===== config.mk =====
export PLATFORM = sky130hd
export DESIGN_NAME = vga_scan_ctrl
export DESIGN_NICKNAME = d
export VERILOG_FILES = /design/src/rtl/vga_timing_pkg.sv /design/src/rtl/vga_sync_delay.sv /design/src/rtl/vga_scan_ctrl.sv
export SDC_FILE = /design/constraint.sdc
export NUM_CORES = 1
export LEC_CHECK = 0
export CORE_ASPECT_RATIO = 2
export CORE_UTILIZATION = 49
export CTS_CLUSTER_SIZE = 14
export DETAILED_ROUTE_END_ITERATION = 12
export GPL_TIMING_DRIVEN = 0
export PLACE_DENSITY = 0.84
export SYNTH_ARGS = -nofsm -noshare
export SYNTH_HDL_FRONTEND = slang
export SYNTH_SLANG_ARGS = --single-unit

===== constraint.sdc =====
create_clock -name clk -period 3.9 [get_ports clk]
set_input_delay 0.39 -clock clk [delete_from_list [all_inputs] [get_ports clk]]
set_output_delay 0.39 -clock clk [all_outputs]
set_load 0.1 [all_outputs]

===== src/rtl/vga_timing_pkg.sv =====
// VGA 640x480@60 timing constants and shared types.
// Default geometry, counter width, sync bundle and RGB444 pixel.
package vga_timing_pkg;

  localparam int unsigned CNT_W = 10;

  localparam int unsigned H_VIS_DEF  = 640;
  localparam int unsigned H_FP_DEF   = 16;
  localparam int unsigned H_SYNC_DEF = 96;
  localparam int unsigned H_BP_DEF   = 48;
  localparam int unsigned V_VIS_DEF  = 480;
  localparam int unsigned V_FP_DEF   = 10;
  localparam int unsigned V_SYNC_DEF = 2;
  localparam int unsigned V_BP_DEF   = 33;

  localparam int unsigned H_TOT_DEF =
    H_VIS_DEF + H_FP_DEF + H_SYNC_DEF + H_BP_DEF;
  localparam int unsigned V_TOT_DEF =
    V_VIS_DEF + V_FP_DEF + V_SYNC_DEF + V_BP_DEF;

  localparam int unsigned HS_START_DEF = H_VIS_DEF + H_FP_DEF;
  localparam int unsigned HS_END_DEF   = HS_START_DEF + H_SYNC_DEF - 1;
  localparam int unsigned VS_START_DEF = V_VIS_DEF + V_FP_DEF;
  localparam int unsigned VS_END_DEF   = VS_START_DEF + V_SYNC_DEF - 1;

  typedef logic [CNT_W-1:0] cnt_t;

  typedef struct packed {
    logic [3:0] r;
    logic [3:0] g;
    logic [3:0] b;
  } rgb444_t;

  typedef struct packed {
    logic valid;
    logic hs;
    logic vs;
  } sync_t;

  localparam sync_t SYNC_IDLE = '{valid: 1'b0, hs: 1'b1, vs: 1'b1};

endpackage


===== src/rtl/vga_sync_delay.sv =====
// Enabled shift line of DEPTH words with a synchronous reset value.
// DEPTH=0 degenerates to a wire.
module vga_sync_delay #(
  parameter int unsigned DEPTH = 1,
  parameter int unsigned WIDTH = 3,
  parameter logic [WIDTH-1:0] RST_VAL = '0
) (
  input  logic             clk,
  input  logic             rst,
  input  logic             en,
  input  logic [WIDTH-1:0] d,
  output logic [WIDTH-1:0] q
);

  if (DEPTH == 0) begin : g_pass
    logic unused_ok;
    assign unused_ok = ^{clk, rst, en};
    assign q = d;
  end else begin : g_line
    logic [WIDTH-1:0] line [DEPTH];

    // shift one place per enable, idle fill on reset
    always_ff @(posedge clk) begin
      if (rst) begin
        for (int i = 0; i < int'(DEPTH); i++)
          line[i] <= RST_VAL;
      end else if (en) begin
        line[0] <= d;
        for (int i = 1; i < int'(DEPTH); i++)
          line[i] <= line[i-1];
      end
    end

    assign q = line[DEPTH-1];
  end

endmodule


===== src/rtl/vga_scan_ctrl.sv =====
// Scan-timing master: pixel divider, h/v counters, sync decode,
// latency-matched sync delay and registered VGA pins.
module vga_scan_ctrl
  import vga_timing_pkg::*;
#(
  parameter int unsigned H_VIS   = H_VIS_DEF,
  parameter int unsigned H_FP    = H_FP_DEF,
  parameter int unsigned H_SYNC  = H_SYNC_DEF,
  parameter int unsigned H_BP    = H_BP_DEF,
  parameter int unsigned V_VIS   = V_VIS_DEF,
  parameter int unsigned V_FP    = V_FP_DEF,
  parameter int unsigned V_SYNC  = V_SYNC_DEF,
  parameter int unsigned V_BP    = V_BP_DEF,
  parameter int unsigned CLK_DIV = 4,
  parameter int unsigned PIX_LAT = 1
) (
  input  logic            clk,
  input  logic            rst,
  input  logic [11:0]     pixel_in,
  output logic [CNT_W-1:0] h_cnt,
  output logic [CNT_W-1:0] v_cnt,
  output logic            valid,
  output logic            pix_tick,
  output logic            frame_start,
  output logic            hsync,
  output logic            vsync,
  output logic [3:0]      vga_r,
  output logic [3:0]      vga_g,
  output logic [3:0]      vga_b
);

  localparam int unsigned H_TOT = H_VIS + H_FP + H_SYNC + H_BP;
  localparam int unsigned V_TOT = V_VIS + V_FP + V_SYNC + V_BP;

  localparam cnt_t H_LAST = cnt_t'(H_TOT - 1);
  localparam cnt_t V_LAST = cnt_t'(V_TOT - 1);
  localparam cnt_t H_VISC = cnt_t'(H_VIS);
  localparam cnt_t V_VISC = cnt_t'(V_VIS);
  localparam cnt_t HS_LO  = cnt_t'(H_VIS + H_FP);
  localparam cnt_t HS_HI  = cnt_t'(H_VIS + H_FP + H_SYNC - 1);
  localparam cnt_t VS_LO  = cnt_t'(V_VIS + V_FP);
  localparam cnt_t VS_HI  = cnt_t'(V_VIS + V_FP + V_SYNC - 1);

  localparam logic [3:0] DIV_LAST = 4'(CLK_DIV - 1);

  if (H_TOT > 1023 || V_TOT > 1023 ||
      CLK_DIV < 1 || CLK_DIV > 16 ||
      PIX_LAT < 1 || PIX_LAT > 4) begin : g_bad_param
    $fatal(1, "vga_scan_ctrl: timing parameters out of range");
  end

  logic [3:0] div;
  logic       h_end;
  logic       v_end;
  sync_t      st0;
  sync_t      st_out;
  rgb444_t    rgb;

  // clk divider producing one pixel tick every CLK_DIV clocks
  always_ff @(posedge clk) begin
    if (rst)
      div <= '0;
    else if (div == DIV_LAST)
      div <= '0;
    else
      div <= div + 4'd1;
  end

  assign pix_tick = ~rst & (div == DIV_LAST);

  assign h_end = (h_cnt == H_LAST);
  assign v_end = (v_cnt == V_LAST);

  // raster counters, advancing on the pixel tick
  always_ff @(posedge clk) begin
    if (rst) begin
      h_cnt <= '0;
      v_cnt <= '0;
    end else if (pix_tick) begin
      if (h_end) begin
        h_cnt <= '0;
        v_cnt <= v_end ? '0 : v_cnt + 10'd1;
      end else begin
        h_cnt <= h_cnt + 10'd1;
      end
    end
  end

  assign frame_start = pix_tick & h_end & v_end;

  assign st0.valid = (h_cnt < H_VISC) && (v_cnt < V_VISC);
  assign st0.hs    = ~((h_cnt >= HS_LO) && (h_cnt <= HS_HI));
  assign st0.vs    = ~((v_cnt >= VS_LO) && (v_cnt <= VS_HI));
  assign valid     = st0.valid;

  vga_sync_delay #(
    .DEPTH  (PIX_LAT - 1),
    .WIDTH  (3),
    .RST_VAL(SYNC_IDLE)
  ) u_sync_delay (
    .clk(clk),
    .rst(rst),
    .en (pix_tick),
    .d  (st0),
    .q  (st_out)
  );

  // pin register: syncs and blanked colour from the delayed decode
  always_ff @(posedge clk) begin
    if (rst) begin
      hsync <= 1'b1;
      vsync <= 1'b1;
      rgb   <= '0;
    end else if (pix_tick) begin
      hsync <= st_out.hs;
      vsync <= st_out.vs;
      rgb   <= st_out.valid ? rgb444_t'(pixel_in) : '0;
    end
  end

  assign vga_r = rgb.r;
  assign vga_g = rgb.g;
  assign vga_b = rgb.b;

endmodule


# Yosys cells after proc, flatten, opt, wreduce, memory -nomap -nowiden
# Cells that the tools add are included.
[totals]
wordCells = 34
reg_bits = 38
[classes]
bitwise = 6
n_reduce_logical = 5
magnitude_cmp = 6
muxes = 3
add_sub_neg = 3
n_eq_ne = 3
[ops]
columns = ["cell", "n"]
rows = [
  ["$add 10x1->10 const B", 2],
  ["$eq 10x10->1 const B", 2],
  ["$mux 10", 2],
  ["$mux 12", 1],
  ["$ge 10x10->1 const B", 1],
  ["$ge 10x9->1 const B", 1],
  ["$le 10x10->1 const B", 1],
  ["$le 10x9->1 const B", 1],
  ["$lt 10x10->1 const B", 1],
  ["$lt 10x9->1 const B", 1],
  ["$add 4x1->4 const B", 1],
  ["$eq 4x2->1 const B", 1],
  ["$and 1x1->1", 3],
  ["$logic_and 1x1->1", 3],
  ["$not 1->1", 3],
  ["$reduce_and 2->1", 1],
  ["$reduce_or 2->1", 1],
]

# Logic depth before layout (Yosys ltp)
[depth]
word_depth = 4
ltp_mapped = 7
mapped_depth_nobuf = 6

# Modules after synthesis
# From an unflattened synthesis, not the netlist that was laid out.
[unflattened]
hier_cells = 207
area_unflattened_um2 = 1742.9
[modules_own_cells]
columns = ["mod", "cells_per_inst", "seq_area_each_um2", "instances", "area_each_um2"]
rows = [
  ["vga_scan_ctrl", 204, 760.7, 1, 1720.4],
  ["vga_sync_delay", 3, 0.0, 1, 22.5],
]

# Least setup slack after synthesis
# Ideal clock, no wire load.
[synth_path]
path_kind = "register -> output"
from = "register h_cnt[0]"
to = "output port frame_start"
path_stages_with_launch = 6
arrival_time_ns = 3.200
n_path_buf = 1
setup_slack_ns = 0.310
path_cell_list = "dfxtp_1 -> ha_1 -> nand3_1 -> or3_1 -> buf_6 -> nor2_1"
[synth_between]
elab_chain_cells = 3
[synth_lines]
columns = ["element", "line_no", "text"]
rows = [
  ["from (decl)", "vga_scan_ctrl.sv:20", "output logic [CNT_W-1:0] h_cnt,"],
  ["from (signal assigned)", "vga_scan_ctrl.sv:84", "h_cnt <= h_cnt + 10'd1;"],
  ["$eq 10x10->1", "vga_scan_ctrl.sv:71", "assign h_end = (h_cnt == H_LAST);"],
  ["$and 1x1->1 (2 in series)", "vga_scan_ctrl.sv:89", "assign frame_start = pix_tick & h_end & v_end;"],
  ["to (decl)", "vga_scan_ctrl.sv:24", "output logic frame_start,"],
]
# Every way passes these cells.

# Final worst setup path
[layout_path]
from = "input port rst"
to = "output port pix_tick"
[layout_between]
elab_chain_cells = 2
[layout_lines]
columns = ["element", "line_no", "text"]
rows = [
  ["from (decl)", "vga_scan_ctrl.sv:18", "input logic rst,"],
  ["$not 1->1", "vga_scan_ctrl.sv:69", "assign pix_tick = ~rst & (div == DIV_LAST);"],
  ["$and 1x1->1", "vga_scan_ctrl.sv:69", ""],
  ["to (decl)", "vga_scan_ctrl.sv:23", "output logic pix_tick,"],
]
# Every way passes these cells.

==> out/metrics.yaml <==
clk_latency_ps: 290
grt.overflow.total: 0
drive_gt1_share_pct: 5.58
synth_warnings: 0
dr.pass1.iters: 4
syn_inst: 177
cts_setup_buffers: 0
cts_resized: 0
die_y_um: 83.6
port_buffers: 50
core_region_area_um2: 3160
ys_seq_area_share_pct: 46.7
fin_setup_tns_ps: 0
synth_top_flop_cell: "dfxtp_1"
hold_viol_final: 0
synth_edf_count: 0
n_antenna_cell: 0
yosysUniqueCellTypes: 35
p_leak_nw: 0.807
maxSlewHeadroom_pct: 34.1
grt_pass1_vias: 1557
most-common-layout-cells: "clkdlybuf4s50_1 (50), dfxtp_1 (38), nor2_1 (18)"
clkSinkCount: 38
multi_input_area_um2: 816
cp-start-kind: "primary input"
nNetsFinal: 253
slew_viol_final: 0
yosys.area_share.simple_pct: 24.9
design_area_um2: 2250
crit_arrival_ps: 3190
ant_nets: 0
synth_top_area_cell: "dfxtp_1"
cts_tree: "done"
synthesis.area_um2: 1630
drtIter0Drc: 30
post-route-util_pct: 71.3
hold_class: "reg -> reg"
clock_path_buffers: 2
ff_latch_area_um2: 761
max-vdd-ir-drop_mv: 0.305
ios: 51
cap_violations: 0
floorplan.initialDensity_pct: 51.6
fmax_mhz: 279
core.rowCount: 29
wire_per_inst_um: 15.1
skew_ps: 11.0
synth_top_family_by_area: "simple AND/OR/NAND/NOR gates"
place_area_um2: 2170
status: "completed"
synth-xor-area-share_pct: 5.37
synthArstFlopShare_pct: 0
ys_seq_elements: 38
syn_to_final_growth_pct: 38.1
finalNonFillerCells: 264
grt_use_total_pct: 24.7
fin_crit_ps: 3580
place.detailed.hpwl_um: 2950
synthesis.nets: 196
rsz0062_at_grt: "false"
setup_viol: 0
synth-compound-area-share_pct: 15.3
synthMuxAreaShare_pct: 0.614
root_buffer: "clkbuf_8"
final_common_cell: "clkdlybuf4s50_1"
gp_congestion: 0.870
netlist_top_cells_area: "dfxtp_1 (47%), a22o_1 (5.9%), nor2_1 (4.1%)"
routed_wl_um: 4000
grt_max_degree: 11
fill_cells: 252
die_area_um2: 3580
cp-end-kind: "output pin"
drc: 0
grt_pass1_wl_um: 6850
cts.hold.buffers_added: 0
clk_pin_slew_ps: 60
crit_fanout: 10
synth-adder-area-share_pct: 3.84
holdWs_ps: 458
die_w_um: 42.8
antenna_found_initial: 0
worst_slew_pin_slew_ps: 985
avgSynthCellArea_um2: 9.21
cts_htree_levels: 2
cp.required_ps: 3510
vias: 1588
power.density_nw_per_um2: 341
path_class: "in -> out"
rrSetupSlack_ps: 1440
fin_crit_sh_pct: 91.8
numCtsBuffers: 5
dp_cells: 258
via_per_inst: 6.02
synth_top_area_share_pct: 46.7
path summary, 6_finish.rpt:
kind               start        to  cells past startpoint
setup / recovery     rst  pix_tick                      5
hold / removal    div[0]    div[0]                      1
setup reg to reg  div[0]  v_cnt[7]                      6
hold reg to reg   div[0]    div[0]                      1
worst max-delay path: stages:
cell             delay (ps)
clkdlybuf4s50_1         500
or4b_4                  560
inv_1                   130
clkbuf_1                370
clkdlybuf4s50_1        1230
layer usage:
layer	global-route usage, %	share of wire, %	routed length (µm)	vias up
li1	-	-	-	760
met1	24.7	37	1460	759
met2	44.2	56	2250	58
met3	5.63	4.6	183	11
met4	13.4	2.4	97	0
met5	0	0	0	-
metrics by stage:
stage / setup slack (ps) / power, mW
after detailed placement: 336 / 0.514
after global placement: 347 / 0.512
after global routing: 238 / 0.794
after CTS: 335 / 0.774
after floorplan: 310 / 0.480
final: 318 / 0.768
synthesized netlist by cell type, drive strengths merged, types with 2 or more instances:
cell,number
a21oi,11
a22o,11
and2,2
and3,3
buf,2
clkbuf,3
dfxtp,38
ha,5
inv,7
nand2,11
nand3,9
nand4,8
nor2,18
nor3,2
nor4,2
nor4bb,2
o21ai,9
o31ai,3
or2,2
or3,6
or4,4
xnor2,3
xor2,7
area by class of cell:
type	instances	share of cell area (%)
clock buffer	6	3.67
tap	31	1.72
multi-input combinational	127	36.2
inverter	7	1.17
sequential	38	33.8
timing repair buffer	50	22.2
buffer	5	1.22
cell families after synthesis:
kind of cell / after synthesis
XOR/XNOR: 10
flip-flops: 38
adder cells (fa/ha/maj): 5
AO/OA/AOI/OAI: 37
buffers and inverters: 12
multiplexers: 1
AND/OR/NAND/NOR: 74
registers in the layout, indices dropped and copies added (netlist names):
register  flops
h_cnt        10
v_cnt        10
div           4
vga_b         4
vga_g         4
vga_r         4
hsync         1
vsync         1
power breakdown:
group          internal [mW]  switching (mW)
clock                  0.136           0.126
sequential             0.398         0.00734
combinational         0.0323          0.0687
Note: power is estimated with default switching activity, not from simulation.
